$ cat src/rtl/count_en_gen.sv
// Programmable-rate enable pulse generator with start/stop control and optional fixed-length bursts.
// Optional feature: define COUNT_EN_GEN_PAUSE_EN to add a pause input that freezes a run in place.
module count_en_gen #(
  parameter int DIV_WIDTH   = 16,
  parameter int BURST_WIDTH = 16
) (
  input  logic                   clk,
  input  logic                   reset,
  input  logic                   start,
  input  logic                   stop,
`ifdef COUNT_EN_GEN_PAUSE_EN
  input  logic                   pause,
`endif
  input  logic [DIV_WIDTH-1:0]   div,
  input  logic [BURST_WIDTH-1:0] burst_len,
  output logic                   count_en,
  output logic                   busy,
  output logic                   done,
  output logic [BURST_WIDTH-1:0] pulse_cnt
);

  typedef enum logic {IDLE = 1'b0, RUN = 1'b1} state_e;

  state_e                 state_q, state_d;
  logic [DIV_WIDTH-1:0]   presc_q, presc_d;
  logic [DIV_WIDTH-1:0]   div_lat_q, div_lat_d;
  logic [BURST_WIDTH-1:0] burst_lat_q, burst_lat_d;
  logic [BURST_WIDTH-1:0] pulse_cnt_q, pulse_cnt_d;
  logic                   count_en_q, count_en_d;
  logic                   busy_q, busy_d;
  logic                   done_q, done_d;

  logic                   paused;
  logic                   pulse_due;
  logic                   burst_end;

`ifdef COUNT_EN_GEN_PAUSE_EN
  assign paused = pause;
`else
  assign paused = 1'b0;
`endif

  assign pulse_due = (presc_q == div_lat_q);
  assign burst_end = (burst_lat_q != '0) && (pulse_cnt_q + 1'b1 == burst_lat_q);

  // State register and all registered outputs; reset wins over every other input.
  // NOTE: sequential state uses non-blocking (<=) so every register samples pre-edge values.
  always_ff @(posedge clk) begin
    if (!reset) begin
      state_q     <= IDLE;
      presc_q     <= '0;
      div_lat_q   <= '0;
      burst_lat_q <= '0;
      pulse_cnt_q <= '0;
      count_en_q  <= 1'b0;
      busy_q      <= 1'b0;
      done_q      <= 1'b0;
    end else begin
      state_q     <= state_d;
      presc_q     <= presc_d;
      div_lat_q   <= div_lat_d;
      burst_lat_q <= burst_lat_d;
      pulse_cnt_q <= pulse_cnt_d;
      count_en_q  <= count_en_d;
      busy_q      <= busy_d;
      done_q      <= done_d;
    end
  end

  // Next-state logic; stop outranks pause, which outranks a due pulse.
  // NOTE: a default assignment first in every always_comb keeps it free of inferred latches.
  always_comb begin
    state_d = state_q;
    unique case (state_q)
      IDLE: if (start && !stop) state_d = RUN;
      RUN: begin
        if (stop)                                state_d = IDLE;
        else if (!paused && pulse_due && burst_end) state_d = IDLE;
      end
      default: state_d = IDLE;
    endcase
  end

  // Output/datapath next values; count_en and done default low so they are single-cycle pulses.
  always_comb begin
    presc_d     = presc_q;
    div_lat_d   = div_lat_q;
    burst_lat_d = burst_lat_q;
    pulse_cnt_d = pulse_cnt_q;
    count_en_d  = 1'b0;
    done_d      = 1'b0;
    unique case (state_q)
      IDLE: begin
        if (start && !stop) begin
          div_lat_d   = div;
          burst_lat_d = burst_len;
          presc_d     = '0;
          pulse_cnt_d = '0;
        end
      end
      RUN: begin
        if (stop) begin
          presc_d = '0;
        end else if (!paused) begin
          if (pulse_due) begin
            count_en_d  = 1'b1;
            presc_d     = '0;
            pulse_cnt_d = pulse_cnt_q + 1'b1;
            done_d      = burst_end;
          end else begin
            presc_d = presc_q + 1'b1;
          end
        end
      end
      default: presc_d = '0;
    endcase
    busy_d = (state_d == RUN);
  end

  assign count_en  = count_en_q;
  assign busy      = busy_q;
  assign done      = done_q;
  assign pulse_cnt = pulse_cnt_q;

endmodule

$ cat config.mk
export PLATFORM = sky130hd
export DESIGN_NAME = count_en_gen
export DESIGN_NICKNAME = d
export VERILOG_FILES = /design/src/rtl/count_en_gen.sv
export SDC_FILE = /design/constraint.sdc
export NUM_CORES = 1
export LEC_CHECK = 0
export BUFFER_PORTS_ARGS = -buffer_cell sky130_fd_sc_hd__buf_4
export CORE_ASPECT_RATIO = 0.7
export CORE_MARGIN = 1.5
export CORE_UTILIZATION = 30
export DETAILED_ROUTE_END_ITERATION = 10
export PLACE_DENSITY = 0.48
export SLEW_MARGIN = 20
export SYNTH_ARGS = -nofsm -noshare
export SYNTH_HDL_FRONTEND = slang
export SYNTH_SLANG_ARGS = --single-unit
$ cat constraint.sdc
create_clock -name clk -period 5.43 [get_ports clk]
set_input_delay 1.086 -clock clk [delete_from_list [all_inputs] [get_ports clk]]
set_output_delay 1.086 -clock clk [all_outputs]
set_load 0.03 [all_outputs]
==> reports/metrics.csv <==
stage,metric,value,unit
yosys,postSynthNetCount,484,
setup_path,timing.critical_path.max_delay_family,simple AND/OR/NAND/NOR gates,
yosys,synth_top_family_by_area,simple AND/OR/NAND/NOR gates,
status,run_status,finished clean,
setup_path,critical_path_depth,6,
setup_path,worst_r2r_endpoint,pulse_cnt[11]$_SDFFE_PN0P_,
setup_path,rrSetupSlack,2.79,ns
floorplanning,die_area,12600,sq um
yosys,yosys_warnings,0,
clock_network,clkTransAtPathRegs,0.05,ns
timing,fin_hold_ws,0.469,ns
place,place_worst_setup_slack,2.49,ns
yosys,synth_seq_cells,67,
clock_network,worstSkewPairLatency,0.33,ns
timing,timing.final.ws_setup,2.79,ns
clock_network,clock_sinks,67,
clock_network,cts_root_buf,sky130_fd_sc_hd__clkbuf_16,
yosys,syn_avg_cell_area,8.00,sq um
timing,grt_setup_unrepaired,no,
power,power_leakage,1.66,nW
setup_path,cp-startpoint,presc_q[10]$_SDFFE_PN0P_,
global_routing,grt_start_max_net_pins,49,
setup_path,crit_end,pulse_cnt[11]$_SDFFE_PN0P_,
place,routabilityCongestion,0.823,
floorplanning,row_count,33,
cells_and_area,instances_no_fill,646,
timing,timing_worst_slew_pin_value,0.917,ns
worst_hold_path,worst_hold_path_class,reg -> reg,
clock_network,cts-hold-fix-buffers,0,
clock_network,cts-buffers-inserted,9,
place,placement.cell_area,4060,sq um
power,power.density_cell_area,270,nW/um^2
clock_network,tritoncts,built,
flow_run,cap_viol_max_count,0,
global_routing,grt_use_total,16.2,%
timing,max_freq,379,MHz
clock_network,clock_tree.htree_level_count,3,
floorplanning,core_region_area,11600,sq um
yosys,yosys.area_share.adder,0.702,%
detailed_routing,drt_first_pass_iters,4,
floorplanning,top_level_ports,55,
timing,min_period_over_period,48.6,%
timing,tns,0,ns
yosys,synth-xor-area-share,12.5,%
timing,max_slew_margin,38.9,%
floorplanning,die_w,133,um
detailed_routing,drtIter0Drc,180,
setup_path,setup.worst_path.start_class,flip-flop,
setup_path,end_kind,flip-flop,
power,peakVddDrop,0.000141,V
timing,period_minus_slack,2.64,ns
power,pwr-share-clk,46.0,%
yosys,postSynth.topFlopCell,sky130_fd_sc_hd__dfxtp_1,
yosys,async_reset_ff_share,0,%
timing,report.final.slew_viol_count,0,
detailed_routing,remaining_drc_errors,0,
yosys,postSynthCellCount,446,
place,dp.cells,630,
place,port_buffers,54,
yosys,yosys.area_share.simple,29.4,%
global_routing,overflow,0,
yosys,number_of_enable_type_register_cells_in_the_synthesized_netlist,0,
power,p_switching,0.287,mW
power,share_seq_of_total_power,44.2,%
clock_network,clk_path_buf_depth,2,
cells_and_area,fin_area,4330,sq um
timing,finalSetupViolCount,0,
setup_path,r2r_cells,6,
detailed_routing,total_via_count_in_the_routed_design,3157,
yosys,netlist_area,3570,sq um
clock_network,post_cts_buffers,0,
setup_path,critical-path-max-stage-delay,0.58,ns
detailed_routing,routedWlPerCell,15.1,um
detailed_routing,vias_per_cell,4.89,
setup_path,cp_data_required_time,5.67,ns
yosys,synth.lib_cells_used.distinct,46,
cells_and_area,fillers,1215,
cells_and_area,final_util,37.2,%
floorplanning,start_util,30.6,%
yosys,yosys-mux-area-fraction,1.44,%
setup_path,crit-reg2reg-launch,presc_q[10]$_SDFFE_PN0P_,
clock_network,cts.repair.resized,0,
global_routing,vias_in_the_first_global_route,2775,
global_routing,grt_antenna_before_repair,0,
setup_path,critical_path.n_buffers_inverters,0,
cells_and_area,final_nets,522,
setup_path,path_max_fanout,23,
setup_path,crit_path_cell_trace,"xor2_1, nor4_2, nand4_4, nor2_4, mux2_2, a211oi_1",
setup_path,criticalPathCategory,reg -> reg,
power,power_report.internal_total,0.885,mW
setup_path,critical-path-slowest-cell,sky130_fd_sc_hd__nor2_4,
place,place.detailed.hpwl,6910,um
timing,final_clock_skew,0.00425,ns
setup_path,critical_path_arrival,2.88,ns
yosys,proportion_of_synthesized_chip_area_in_sequential_cells,37.6,%
power,comb_power_share,9.7,%
detailed_routing,wirelength,9780,um
cells_and_area,area_delta_synth_final,21.5,%
detailed_routing,antenna_left,0,
timing,report.final.hold_viol_count,0,
power,power,1.17,mW
cells_and_area,num_antenna_cells,0,
global_routing,wire_length_of_the_first_global_routing_pass,15500,um
yosys,synth_compound_area_share,14.3,%
cells_and_area,post_route_cells_drive_above_1_share,17.2,%
power,power.switching_fraction,24.5,%
floorplanning,fp.dieH,94.2,um
==> how the worst min path moves through the flow <==
stage	endpoint	slack, ns	from	depth (start not counted)
2_1_floorplan	div_lat_q[0]$_SDFFE_PN0P_	0.45	div_lat_q[0]$_SDFFE_PN0P_	2
3_3_place_gp	div_lat_q[14]$_SDFFE_PN0P_	0.46	div_lat_q[14]$_SDFFE_PN0P_	2
3_5_place_dp	div_lat_q[6]$_SDFFE_PN0P_	0.46	div_lat_q[6]$_SDFFE_PN0P_	2
4_1_cts	div_lat_q[6]$_SDFFE_PN0P_	0.47	div_lat_q[6]$_SDFFE_PN0P_	2
5_1_grt	div_lat_q[7]$_SDFFE_PN0P_	0.49	div_lat_q[7]$_SDFFE_PN0P_	2
6_report	div_lat_q[10]$_SDFFE_PN0P_	0.47	div_lat_q[10]$_SDFFE_PN0P_	2
==> area by class of cell <==
type	count	area, sq um	area share [%]
sequential	67	1340	31.0
clock buffer	14	264	6.09
tap	157	196	4.53
inverter	4	15.0	0.347
clock inverter	2	10.0	0.231
timing repair buffer	56	420	9.71
multi-input combinational	346	2080	48.1
==> logic make-up after synthesis <==
group | after synthesis
AO/OA/AOI/OAI | 85
XOR/XNOR | 51
adder cells (fa/ha/maj) | 2
buffers and inverters | 33
flip-flops | 67
multiplexers | 5
AND/OR/NAND/NOR | 203
==> synth_stat cells (2+ instances only) <==
library cell               instances  area (sq um)
sky130_fd_sc_hd__nand2_1          82           308
sky130_fd_sc_hd__dfxtp_1          67          1340
sky130_fd_sc_hd__a21oi_1          45           225
sky130_fd_sc_hd__nor2_1           32           120
sky130_fd_sc_hd__xor2_1           31           272
sky130_fd_sc_hd__xnor2_1          20           175
sky130_fd_sc_hd__clkbuf_1         19          71.3
sky130_fd_sc_hd__nand3_1          12          60.1
sky130_fd_sc_hd__o211ai_1         11          82.6
sky130_fd_sc_hd__nor3_1           10          50.1
sky130_fd_sc_hd__buf_2             9          45.0
sky130_fd_sc_hd__o21ai_0           9          45.0
sky130_fd_sc_hd__and3_1            8          50.1
sky130_fd_sc_hd__nand4_1           8          50.1
sky130_fd_sc_hd__nor4_1            7          43.8
sky130_fd_sc_hd__a31oi_1           6          37.5
sky130_fd_sc_hd__nor4_2            6          75.1
sky130_fd_sc_hd__nand2b_1          5          31.3
sky130_fd_sc_hd__nor2b_1           5          31.3
sky130_fd_sc_hd__or3_1             5          31.3
sky130_fd_sc_hd__and2_1            4          25.0
sky130_fd_sc_hd__and4_1            4          35.0
sky130_fd_sc_hd__inv_1             4          15.0
sky130_fd_sc_hd__mux2i_1           4          40.0
sky130_fd_sc_hd__a211oi_1          3          22.5
sky130_fd_sc_hd__nand3b_1          3          22.5
sky130_fd_sc_hd__a21o_1            2          15.0
sky130_fd_sc_hd__and2_0            2          12.5
sky130_fd_sc_hd__ha_1              2          25.0
sky130_fd_sc_hd__nand3_2           2          20.0
sky130_fd_sc_hd__nor4b_1           2          17.5
sky130_fd_sc_hd__o21a_1            2          15.0
sky130_fd_sc_hd__o221a_2           2          22.5
==> worst register-to-register path: stages, from the launching register on <==
cell,delay (ns)
sky130_fd_sc_hd__dfxtp_1,0.46
sky130_fd_sc_hd__xor2_1,0.12
sky130_fd_sc_hd__nor4_2,0.41
sky130_fd_sc_hd__nand4_4,0.36
sky130_fd_sc_hd__nor2_4,0.59
sky130_fd_sc_hd__mux2_2,0.40
sky130_fd_sc_hd__a211oi_1,0.22
==> registers in the layout (all words and copies together), names as in the netlist <==
register     flops
burst_lat_q     16
div_lat_q       16
presc_q         16
pulse_cnt       16
busy             1
count_en         1
done             1
==> power by group through the flow <==
stage | clock network, mW | logic, mW | registers, mW
3_5_place_dp | 0 | 0.114 | 0.529
2_1_floorplan | 0 | 0.0734 | 0.524
3_3_place_gp | 0 | 0.113 | 0.529
4_1_cts | 0.555 | 0.115 | 0.518
6_report | 0.539 | 0.114 | 0.518
5_1_grt | 0.573 | 0.127 | 0.520
==> placed cells by master, fill, tap and decap left out, types with 8 or more instances in the layout <==
cell                        count
sky130_fd_sc_hd__nand3_1       12
sky130_fd_sc_hd__o21ai_0        9
sky130_fd_sc_hd__buf_4         56
sky130_fd_sc_hd__nor2_1        31
sky130_fd_sc_hd__clkbuf_16      9
sky130_fd_sc_hd__xnor2_1       20
sky130_fd_sc_hd__o211ai_1      11
sky130_fd_sc_hd__nand4_1        8
sky130_fd_sc_hd__dfxtp_1       67
sky130_fd_sc_hd__xor2_1        31
sky130_fd_sc_hd__nand2_1       82
sky130_fd_sc_hd__and3_1         8
sky130_fd_sc_hd__nor3_1        10
sky130_fd_sc_hd__a21oi_1       45
==> per-layer routing <==
metal  GRT usage, %  vias to the layer above  share of wire, %
met4           4.08                        0              0.52
met1           26.0                     1449                55
met2           20.3                       73                38
met5              0                        -                 0
li1               -                     1631                 -
met3           4.05                        4               6.1
Power figures use the tool's default switching activity.
